`src/rtl/c_one_hot_capture.sv`:
```
// One-hot capture stage: each accepted request vector is filtered to zero or one set bit,
// binary-encoded and queued in a 2-entry FIFO, and non-one-hot vectors are counted.
module c_one_hot_capture #(
    parameter int width       = 5,
    parameter int count_width = 8,
    localparam int idx_width  = $clog2(width)
) (
    input  logic                   clk,
    input  logic                   reset,
    input  logic [0:width-1]       data_in,
    input  logic                   valid_in,
    output logic                   ready_out,
    output logic [0:width-1]       data_out,
    output logic [0:idx_width-1]   index_out,
    output logic                   zero_out,
    output logic                   valid_out,
    input  logic                   ready_in,
    input  logic                   clear_count,
    output logic [0:count_width-1] violation_count
);

    function automatic logic is_multi(input logic [0:width-1] v);
        int n;
        n = 0;
        for (int i = 0; i < width; i++) begin
            if (v[i]) n++;
        end
        return (n > 1);
    endfunction

    function automatic logic [0:idx_width-1] encode(input logic [0:width-1] v);
        logic [0:idx_width-1] idx;
        idx = '0;
        for (int i = 0; i < width; i++) begin
            if (v[i]) idx = idx_width'(i);
        end
        return idx;
    endfunction

    function automatic logic [0:count_width-1] sat_inc(input logic [0:count_width-1] c);
        return (&c) ? c : c + 1'b1;
    endfunction

    logic                   push, pop;
    logic                   multi_p0, viol_p0, zero_p0;
    logic [0:width-1]       data_p0;
    logic [0:idx_width-1]   idx_p0;

    logic [1:0]             occ_p1;
    logic                   wr_ptr_p1, rd_ptr_p1;
    logic [0:width-1]       data_mem_p1 [2];
    logic [0:idx_width-1]   idx_mem_p1  [2];
    logic                   zero_mem_p1 [2];
    logic [0:count_width-1] count_p1;

    // Stage p0: filter and encode the incoming vector
    assign push      = valid_in & ready_out;
    assign pop       = valid_out & ready_in;
    assign multi_p0  = is_multi(data_in);
    assign viol_p0   = push & multi_p0;
    assign data_p0   = multi_p0 ? '0 : data_in;
    assign idx_p0    = encode(data_p0);
    assign zero_p0   = ~|data_p0;

    // Stage p1: FIFO control and violation counter
    always_ff @(posedge clk or negedge reset) begin
        if (!reset) begin
            occ_p1    <= 2'd0;
            wr_ptr_p1 <= 1'b0;
            rd_ptr_p1 <= 1'b0;
            count_p1  <= '0;
        end else begin
            case ({push, pop})
                2'b10:   occ_p1 <= occ_p1 + 2'd1;
                2'b01:   occ_p1 <= occ_p1 - 2'd1;
                default: occ_p1 <= occ_p1;
            endcase
            if (push) wr_ptr_p1 <= ~wr_ptr_p1;
            if (pop)  rd_ptr_p1 <= ~rd_ptr_p1;
            if (clear_count)  count_p1 <= viol_p0 ? count_width'(1) : '0;
            else if (viol_p0) count_p1 <= sat_inc(count_p1);
        end
    end

    // Entry storage needs no reset; outputs are masked until an entry is valid
    always_ff @(posedge clk) begin
        if (push) begin
            data_mem_p1[wr_ptr_p1] <= data_p0;
            idx_mem_p1[wr_ptr_p1]  <= idx_p0;
            zero_mem_p1[wr_ptr_p1] <= zero_p0;
        end
    end

    assign ready_out       = (occ_p1 != 2'd2);
    assign valid_out       = (occ_p1 != 2'd0);
    assign data_out        = valid_out ? data_mem_p1[rd_ptr_p1] : '0;
    assign index_out       = valid_out ? idx_mem_p1[rd_ptr_p1]  : '0;
    assign zero_out        = valid_out ? zero_mem_p1[rd_ptr_p1] : 1'b0;
    assign violation_count = count_p1;

endmodule

```
`config.mk`:
```
export PLATFORM = sky130hd
export DESIGN_NAME = c_one_hot_capture
export DESIGN_NICKNAME = d
export VERILOG_FILES = /design/src/rtl/c_one_hot_capture.sv
export SDC_FILE = /design/constraint.sdc
export NUM_CORES = 1
export LEC_CHECK = 0
export BUFFER_PORTS_ARGS = -buffer_cell sky130_fd_sc_hd__clkbuf_2
export CORE_AREA = 2 2 72 102
export CTS_CLUSTER_SIZE = 20
export DETAILED_ROUTE_END_ITERATION = 6
export DIE_AREA = 0 0 74 104
export GPL_TIMING_DRIVEN = 0
export HOLD_SLACK_MARGIN = 0.1
export PLACE_DENSITY = 0.4
export SYNTH_ARGS = -nofsm -noshare
export SYNTH_HDL_FRONTEND = slang
export SYNTH_SLANG_ARGS = --single-unit
```
`constraint.sdc`:
```
create_clock -name clk -period 1.8 [get_ports clk]
set_input_delay 0.18 -clock clk [delete_from_list [all_inputs] [get_ports clk]]
set_output_delay 0.18 -clock clk [all_outputs]
set_load 0.05 [all_outputs]
```
==> metrics <==
status complete, but fails checks; Overall Global Routing Usage between 10 and 15%; Pleak 0.0009533 uW; GR Layer Usage met2 21.43%; slew margin rel. between 60% and 70%; Syn Area/Cell around 11 um^2; Worst R2R Setup Slack -140 ps; critical path required time about 2000 ps; clk buf depth 2; share of layout cells above drive strength 1 45.27%; clk slew on worst S/H paths 100 ps; I/O Buffers 27; Cell Area, Synth 1660 um^2; worst-path fanout max 5; PwrDens 1340 nW/um^2; Num CTS Buffers 3; Hold Crit Class in -> reg; NumNets Final 219; core area 6802 um^2; Post-Syn Instances 153; Crit. End Element flip-flop; RSZ-0062 raised after global routing yes; kind of critical path in -> reg; Setup Skew between 5 and 6 ps; CP peak stage delay around 500 ps; cell taking the most area after synthesis edfxtp_1; met3 Resource Use GR ~1.5%; post-synth cell types 45; post-detailed-route count of antenna-violating nets 0; max-slew violations 0; Die Ht 104 um; XOR/XNOR share of the synthesized area between 4 and 5%; Final period util 131.0%; max-cap viol count 0; CP most frequent cell o21ai_1; post-synthesis mux area share 6.782%; Synth top cells by count nor2_1, edfxtp_1, dfrtp_1, mux2i_1, inv_1; Net Count, Synth 170; cell family with the largest share of critical-path delay compound AO/OA/AOI/OAI gates; failing checks setup timing; #FFs+latches synth 28; clock tree from TritonCTS done; Ant. Diodes 0; CP Buf/Inv Count 4; worst slew pin tran a little under 500 ps; largest cells by area after synthesis edfxtp_1, dfrtp_1, mux2i_1; Critical Path AT around 2600 ps; Root Driver clkbuf_8; sequential area share after synthesis between 40% and 50%; Placer Congestion between 0.8 and 0.9; Post-Synth Simple-Gate Area between 20% and 30%; Avg WL per Cell 13.47 um; post-route DRC violation count 0; fin crit period 2358 ps; Final Util 34.31%; vias in the first global route 1,476; Skew-Pair Late Insertion Delay 270 ps; WL final 3986 um; initial antenna violation count 0; DP Wirelength 2973 um; die width around 74 um; Yosys Warn Count 0; slowest cell on the critical path or4_1; starting DRC count in detailed routing 50; main combinational cell family by area after synthesis simple AND/OR/NAND/NOR gates; Ports 29; Final Hold Viols 0; Top FF cell, synth edfxtp_1; busiest layer in global routing met2; maximum vdd ir drop 0.4040 mV; Area Growth Syn to Fin 40.54%; kind of start point of the critical path primary input; H-tree levels 1; starting density of the core approximately a quarter; DR pass1 iterations 4; critical-path cell list clkbuf_16 -> inv_12 -> ha_4 -> and2b_2 -> o21ai_1 -> o21ai_1 -> ha_1 -> inv_2 -> a32o_2 -> o22ai_4 -> nor2_2 -> buf_6 -> or4_1 -> a21oi_1; via count between 1k and 1.5k; Peak Freq 424.2 MHz; number of setup violations in the final report 24; gr ovfl total 0; first-pass GRT wire length ~6900 um; post-synthesis adder-cell area fraction 5.275%; clock tree sinks 28; DR vias/cell ~4.5; final setup margin -557.7 ps; fill count 699; die area 7696 um^2; WHS 273.8 ps; most common cell in the netlist nor2_1; Synth async-reset ratio 42.86%; Compound-Gate Fraction of Synth Area 10.17%; largest net degree at the start of global routing 17; Synth top area share between 20% and 30%; number of flops mapped to enable cells by yosys 16; met1 GRT Util 11.83%; Row Count 36
-- final timing paths --
| path | from | end | depth (start not counted) |
|---|---|---|---|
| max in group asynchronous | reset | rd_ptr_p1 | 2 |
| min | clear_count | violation_count[4] | 3 |
| max reg2reg | violation_count[5] | violation_count[2] | 5 |
| min in group asynchronous | reset | violation_count[4] | 2 |
| max | data_in[1] | violation_count[1] | 14 |
| min reg2reg | occ_p1[0] | occ_p1[0] | 1 |
-- worst reg2reg max path, stage by stage, from the launching register on --
cell	delay, ps
dfrtp_1	440
and3_1	240
and3_1	210
and3_1	270
nor4b_2	320
mux2_2	360
-- registers in the layout, summed over array words and instances (netlist names) --
name and cells:
violation_count 8, idx_mem_p1 4, occ_p1 2, wr_ptr_p1 1
data_mem_p1 10, zero_mem_p1 2, rd_ptr_p1 1
-- cell type report --
cell class / instances / area, um^2 / area share, %
plain buffers: 5 / 47.55 / 2.038
clock buffers: 3 / 41.29 / 1.769
clock inverters: 1 / 30.03 / 1.287
inverters: 8 / 50.05 / 2.145
multi-input cells: 110 / 942.2 / 40.38
flip-flops and latches: 28 / 783.3 / 33.57
well taps: 95 / 118.9 / 5.094
repair buffers: 46 / 320.3 / 13.73
-- where the power goes --
| group | switching [uW] | internal (uW) | leakage [uW] |
|---|---|---|---|
| registers | 146 | 875 | 0.000306 |
| logic | 1080 | 536 | 0.000611 |
| clock network | 195 | 298 | 0.0000357 |
-- kinds of logic (layout without fill, tap and decap cells) --
group                    Yosys count  count (layout)
AND/OR/NAND/NOR                   61              61
AO/OA/AOI/OAI                     23              23
flip-flops                        28              28
XOR/XNOR                           8               8
buffers and inverters             15              63
adder cells (fa/ha/maj)            7               7
multiplexers                      11              11
-- metal layers --
layer,part of all wire (%),wire length [um]
met1,38,1496
met2,56,2224
met3,3.8,153
met4,2.8,111
met5,0,0
-- per-stage QoR --
stage	total power, uW	cell area (um^2)	worst slack (ps)	cells	TNS [ps]
6_report	3128	2333	-557.7	296	-9355
5_1_grt	3306	2333	-685.6	296	-12940
2_1_floorplan	2174	1767	-627.7	153	-9878
4_1_cts	3124	2271	-534.4	290	-8705
3_5_place_dp	2530	2021	-1106	275	-21380
3_3_place_gp	2497	2021	-1038	275	-19610
-- layout by cell type, fill, tap and decap left out, types with 5 or more instances in the layout --
master	synthesis	final
nor2_1	17	14
dfrtp_1	12	10
nand2_1	6	5
xnor2_1	5	5
buf_4	1	19
edfxtp_1	16	16
nand3_1	6	6
clkbuf_2	0	25
a21oi_1	7	6
mux2i_1	9	8
-- repair_timing --
| item | 4_1_cts | 5_1_grt |
|---|---|---|
| buffers inserted | 12 | 6 |
| gates resized for setup | 18 | 7 |
| hold endpoints to repair | 12 | 0 |
| setup endpoints to repair | 44 | 33 |
| hold buffers | 1 | 0 |
| pin swaps | 8 | 10 |
Power figures use the tool's default switching activity.
